===== src/rtl/fetch_unit.sv =====
// -----------------------------------------------------------------------------
// fetch_unit
//   Instruction fetch stage feeding decode. Owns the PC, keeps at most one
//   read outstanding to instruction memory and presents one registered
//   instruction word (plus its PC) to decode. A redirect from execute flushes
//   everything in flight and restarts fetch at the new target.
//
// Ports
//   clk, reset_n        clock, synchronous active-low reset
//   imem_req_valid/addr fetch request (word aligned), accepted when ready=1
//   imem_req_ready      memory accepts the request this cycle
//   imem_resp_valid/data read data for the outstanding request
//   redirect_valid/pc   flush and restart fetch at redirect_pc (bits [1:0] dropped)
//   stall               decode cannot take a new instruction this cycle
//   inst_valid/inst/inst_pc  registered instruction slot towards decode
// -----------------------------------------------------------------------------
module fetch_unit #(
    parameter logic [31:0] RESET_PC = 32'h0000_2000
) (
    input  logic        clk,
    input  logic        reset_n,
    output logic        imem_req_valid,
    output logic [31:0] imem_req_addr,
    input  logic        imem_req_ready,
    input  logic        imem_resp_valid,
    input  logic [31:0] imem_resp_data,
    input  logic        redirect_valid,
    input  logic [31:0] redirect_pc,
    input  logic        stall,
    output logic        inst_valid,
    output logic [31:0] inst,
    output logic [31:0] inst_pc
);

    typedef enum logic [1:0] {S_REQ, S_WAIT, S_HOLD} state_t;

    state_t      state, state_nxt;
    logic [31:0] pc, req_pc;
    logic        kill;          // outstanding response belongs to a flushed path
    logic        buf_valid;
    logic [31:0] buf_data, buf_pc;

    logic        accept;
    logic        slot_free;
    logic        resp_live;

    // A request seen together with a redirect is dropped by the memory side,
    // so it is never recorded as accepted here either.
    assign accept    = imem_req_valid & imem_req_ready & ~redirect_valid;
    assign slot_free = ~inst_valid | ~stall;
    assign resp_live = (state == S_WAIT) & imem_resp_valid & ~kill;

    // ---------------- state register ----------------
    always_ff @(posedge clk) begin
        if (!reset_n) state <= S_REQ;
        else          state <= state_nxt;
    end

    // ---------------- next state ----------------
    always_comb begin
        state_nxt = state;
        if (redirect_valid) begin
            case (state)
                S_REQ:   state_nxt = S_REQ;
                S_WAIT:  state_nxt = imem_resp_valid ? S_REQ : S_WAIT;
                S_HOLD:  state_nxt = S_REQ;
                default: state_nxt = S_REQ;
            endcase
        end else begin
            case (state)
                S_REQ:   if (accept) state_nxt = S_WAIT;
                S_WAIT: begin
                    if (imem_resp_valid) begin
                        if (kill || slot_free) state_nxt = S_REQ;
                        else                   state_nxt = S_HOLD;
                    end
                end
                S_HOLD:  if (!stall) state_nxt = S_REQ;
                default: state_nxt = S_REQ;
            endcase
        end
    end

    // ---------------- outputs ----------------
    // Request valid is gated by reset_n so nothing is requested in the
    // cycle reset is asserted, before the state register has been reset.
    always_comb begin
        imem_req_valid = reset_n && (state == S_REQ);
        imem_req_addr  = pc;
    end

    // ---------------- datapath ----------------
    always_ff @(posedge clk) begin
        if (!reset_n) begin
            pc         <= RESET_PC;
            req_pc     <= '0;
            kill       <= 1'b0;
            buf_valid  <= 1'b0;
            buf_data   <= '0;
            buf_pc     <= '0;
            inst_valid <= 1'b0;
            inst       <= '0;
            inst_pc    <= '0;
        end else if (redirect_valid) begin
            // Flush beats stall: the slot is emptied even while decode stalls.
            pc         <= {redirect_pc[31:2], 2'b00};
            inst_valid <= 1'b0;
            buf_valid  <= 1'b0;
            // Only a still-pending response needs to be killed; one arriving
            // this very edge is simply dropped.
            kill       <= (state == S_WAIT) && !imem_resp_valid;
        end else begin
            if (accept) begin
                req_pc <= pc;
                pc     <= pc + 32'd4;
            end

            if ((state == S_WAIT) && imem_resp_valid && kill)
                kill <= 1'b0;

            if (resp_live && !slot_free) begin
                buf_data  <= imem_resp_data;
                buf_pc    <= req_pc;
                buf_valid <= 1'b1;
            end

            if (resp_live && slot_free) begin
                inst       <= imem_resp_data;
                inst_pc    <= req_pc;
                inst_valid <= 1'b1;
            end else if ((state == S_HOLD) && !stall) begin
                inst       <= buf_data;
                inst_pc    <= buf_pc;
                inst_valid <= buf_valid;
                buf_valid  <= 1'b0;
            end else if (!stall) begin
                // Word consumed by decode; data/pc are left stale.
                inst_valid <= 1'b0;
            end
        end
    end

endmodule


===== config.mk =====
export PLATFORM = sky130hd
export DESIGN_NAME = fetch_unit
export DESIGN_NICKNAME = d
export VERILOG_FILES = /design/src/rtl/fetch_unit.sv
export SDC_FILE = /design/constraint.sdc
export NUM_CORES = 1
export LEC_CHECK = 0
export BUFFER_PORTS_ARGS = -buffer_cell sky130_fd_sc_hd__buf_4
export CORE_MARGIN = 3
export CORE_UTILIZATION = 30
export DETAILED_ROUTE_END_ITERATION = 8
export SYNTH_ARGS = -nofsm -noshare
export SYNTH_HDL_FRONTEND = slang
export SYNTH_SLANG_ARGS = --single-unit

===== constraint.sdc =====
create_clock -name clk -period 3.4 [get_ports clk]
set_input_delay 0.68 -clock clk [delete_from_list [all_inputs] [get_ports clk]]
set_output_delay 0.68 -clock clk [all_outputs]
set_load 0.05 [all_outputs]

-- After elaboration in Yosys (flattened, before gate mapping)
Cells that the tools add are included.
- register bits after elaboration: 197
- bits in latches: 0
- memory bits (writable): 0
- ROM bits: 0
- bits of input ports: 70
- output and inout port bits: 98
- logic and storage cells: 70
- memories: 0
- $add $sub $neg: 1
- multipliers: 0
- div/mod/pow operators: 0
- $lt $le $gt $ge: 0
- equality and inequality tests: 6
- shift operators: 0
- multiplexer cells: 22
- bitwise operators: 10
- reduce and logical (&&, ||, !) cells: 20
- operators by type and width (kind ; count):
    2-to-1 mux 32 bit ; 6
    adder 32 x 3 -> 32 bit, second input constant ; 1
    2-to-1 mux 1 bit ; 10
    2-to-1 mux 2 bit ; 5
    != test 3 bit, second input constant ; 3
    logical AND 1 bit ; 7
    case mux 2 bit (3 select lines) ; 1
    AND reduction 2 bit ; 3
    nonzero test 2 bit ; 3
    inverter 1 bit ; 5
    bitwise AND 1 bit ; 4
    zero test 1 bit ; 3
    != test 3 x 1 -> 1 bit, second input constant ; 1
    AND reduction 3 bit ; 1
    == test 2 x 1 -> 1 bit, second input constant ; 1
    == test 2 bit, second input constant ; 1
    zero test 2 bit ; 1
    OR reduction 2 bit ; 1
    logical OR 1 bit ; 1
    bitwise OR 1 bit ; 1

-- Logic depth before layout (Yosys ltp)
- depth in word-level cells: 7
- gate-level depth with buffers: 8
- depth with buffers taken out: 6

-- Worst setup path before layout
OpenSTA, ideal clock, no wires.
- path kind: input -> output
- start point: in reset_n
- end point: out imem_req_valid
- arrival: 1.795 ns
- data required time: 2.720 ns
- slack: 0.925 ns
- stages: 4
- buffers on the path: 3
- cell sequence: clkbuf_8 -> clkbuf_1 -> clkbuf_1 -> and2_1
- longest elaborated chain between the ends: 1
- RTL lines (element ; RTL line ; text):
    start: declaration ; 21 ; input logic reset_n,
    logical AND 1 bit ; 88 ; imem_req_valid = reset_n && (state == S_REQ);
    end: declaration ; 22 ; output logic imem_req_valid,
Every way passes these cells.

-- Worst setup path after layout
- start point: reg state[1]
- end point: reg inst[24]
- longest elaborated chain between the ends: 6
- elaborated cells on any way between the ends: 9
- classes of those cells: eq/ne (2); mux (1); bitwise (2); reduce/logical (4)
- RTL lines (element ; RTL line ; text):
    start: declaration ; 37 ; state_t state, state_nxt;
    start signal: assignment ; 56 ; else state <= state_nxt;
    == test 2 x 1 -> 1 bit ; 51 ; assign resp_live = (state == S_WAIT) & imem_resp_valid & ~kill;
    bitwise AND 1 bit (2 in series) ; 51 ;
    logical AND 1 bit ; 127 ; if (resp_live && slot_free) begin
    nonzero test 2 bit (no line) ; n/a ;
    AND reduction 2 bit (no line) ; n/a ;
    end signal: assignment ; 128 ; inst <= imem_resp_data;
    end signal: assignment ; 132 ; inst <= buf_data;
    end: declaration ; 31 ; output logic [31:0] inst,
Several ways; a longest one is shown, not always the timed one.
A chain may end at the register's enable or synchronous reset.

==> metrics.txt <==
status=finished clean; # port buffers=161; Slew Limit Headroom=0.3429; Avg WL per Cell=15.11 µm; 1st-iter DRT viols=375; FF+latch area=3784 µm²; share of cells above drive strength 1=0.2066; Worst-path clk slew=70 ps; Crit path required time=3710 ps; Pre-Repair DR Iteration Count=5; Chip Width=171.4 µm; setup violators final=0; crit path time final=2181 ps; CP max FO=34; Clock power frac=0.425; HPWL Detailed=14.14 mm; CTS Root Cell=clkbuf_16; Synth Area per Inst=8.955 µm²; commonest cells after routing, fill and taps aside=nand2_1 (263), dfxtp_1 (189), buf_4 (170); total design power=4937 µW; area taken by multi-input logic gates=4054 µm²; die span in y=171.4 µm; global route overflow=0; pin count of the biggest net entering global routing=108; commonest non-fill, non-tap cell in the layout=nand2_1; non-filler cells, final=1390; GPL Wtd Cong=0.7743; Switch Pwr=1255 µW; CTS tree=yes; area growth from synthesis to layout=25.89%; ys async rst share=0; first-pass GRT wire length=33.68 mm; Core ar.=26500 µm²; Synth warnings=0; Vias=6627; area of the die=29390 µm²; RSZ-0062 raised after global routing=no; htree depth=4; GRT Total Usage=0.1420; number of global-route vias before repair=6088; clk_lat worst skew=420 ps; cell area power density=477.6 nW/µm²; WP data arrival=2490 ps; total of max-cap violations=0; hold buffers post-CTS=0; DR vias/cell=4.768; Lkg Pwr=0.004973 µW; Final Hold Vio Count=0; crit path capture type=flop; EDFF count, synth=0; Reg power frac=0.471; combinational share of power=0.104; Final Skew=9.788 ps; setup bufs post-CTS=0; Internal=3682 µW; number of nets in the layout=1113; Inst Count DP=1358; Fin Hold WS=451.0 ps; detailed-route DRC error count=0; Mapped Area=8212 µm²; Yosys cell types=48; Max Buffers Root-to-Sink=2; Slew @ Worst Pin=985.6 ps; # rows=59; Top FF cell, synth=dfxtp_1; initial antenna violation count=0; FILL cells=2660; Top-Level Pins=168; Fmax achieved=458.6 MHz; Final Max Tran Viols=0; post-CTS resize count=0; cts bufs inserted=17; Worst VDD drop=0.2675 mV; met1 Use GR=0.2094; Startpoint Class=flop; met3 usage=0.02873; WL final=21.00 mm; clock sinks=189; Detail Route Antenna Nets=0; worst min-delay path class=reg2reg; fin crit share=0.6414; Setup TNS Final=0 ps; synthesized instance count=917; diode count=0; post-synthesis sequential area ratio=0.4608; Net Sw Frac=0.2542; Initial Util=0.3099; global route hottest layer=met2; met2 GRT Util=0.2137; Synth Register Bits=189; critical path type=reg2reg
==> stage by stage <==
step	area [µm²]	setup slack (ps)	util
global placement	9712	916.1	0.3665
finish	10340	1219	0.3901
floorplan	8223	925.1	-
detailed placement	9712	859.3	0.3665
CTS	10340	1183	0.3901
global route	10340	1016	0.3901
==> cells in the mapped netlist, drive strengths merged (2+ instances only) <==
cell	n	area (µm²)
a31oi	2	12.51
and2	8	50.05
xor2	19	166.4
nand3b	3	22.52
nor3	2	10.01
nand2	263	987.2
dfxtp	189	3784
clkbuf	36	145.1
a21oi	23	126.4
buf	38	220.2
nand3	19	95.09
xnor2	8	70.07
inv	4	15.01
a21boi	92	690.7
o21ai	25	125.1
nor3b	2	15.01
mux2i	65	650.6
nor4	2	27.53
and3	6	37.54
nor2	10	40.04
nor2b	2	12.51
o211a	65	650.6
nand4	13	87.58
nand2b	3	18.77
and4	5	45.04
==> registers in the layout, indices dropped and copies added, names as in the netlist <==
register	flops
inst_pc	30
inst	32
buf_valid	1
kill	1
imem_req_addr	30
buf_pc	30
req_pc	30
inst_valid	1
state	2
buf_data	32
==> critical path, stage by stage, from the launching register on <==
cell	delay (ps)
dfxtp_1	430
nor3b_1	450
inv_2	90
a21oi_4	600
buf_12	270
nand2_1	80
o211a_1	120
==> path summary, 6_finish.rpt <==
kind	startpoint	end	slack, ps	depth (start not counted)
setup / recovery	state[1]	inst[24]	1220	6
hold reg to reg	buf_pc[20]	buf_pc[20]	450	2
hold / removal	buf_pc[20]	buf_pc[20]	450	2
setup reg to reg	state[1]	inst[24]	1220	6
==> cells by family after synthesis <==
family / Yosys count / synth area share
buffers and inverters: 80 / 0.04784
flip-flops: 189 / 0.4608
multiplexers: 65 / 0.07923
other: 1 / 0.0004567
XOR/XNOR: 27 / 0.02880
adder cells (fa/ha/maj): 1 / 0.001523
AND/OR/NAND/NOR: 343 / 0.1818
AO/OA/AOI/OAI: 211 / 0.1996
==> power groups by stage <==
stage,Combinational (µW),Sequential [µW],Clock [µW]
floorplan,192,2510,0
global placement,516,2380,0
detailed placement,518,2380,0
CTS,519,2330,2160
global route,551,2330,2250
finish,514,2330,2100
==> routing by layer <==
layer  up-vias  share of wire
met1      3072           0.52
met4         0         0.0093
met2       156           0.43
met5         -              0
li1       3388              -
met3        11          0.042
==> area by class of cell <==
cell class              instances  area share
repair buffers                178      0.1389
flip-flops and latches        189      0.3660
inverters                       5    0.001816
clock inverters                12     0.01537
multi-input cells             651      0.3922
well taps                     335     0.04055
clock buffers                  20     0.04515
No activity file was read; power rests on OpenSTA's default activity.
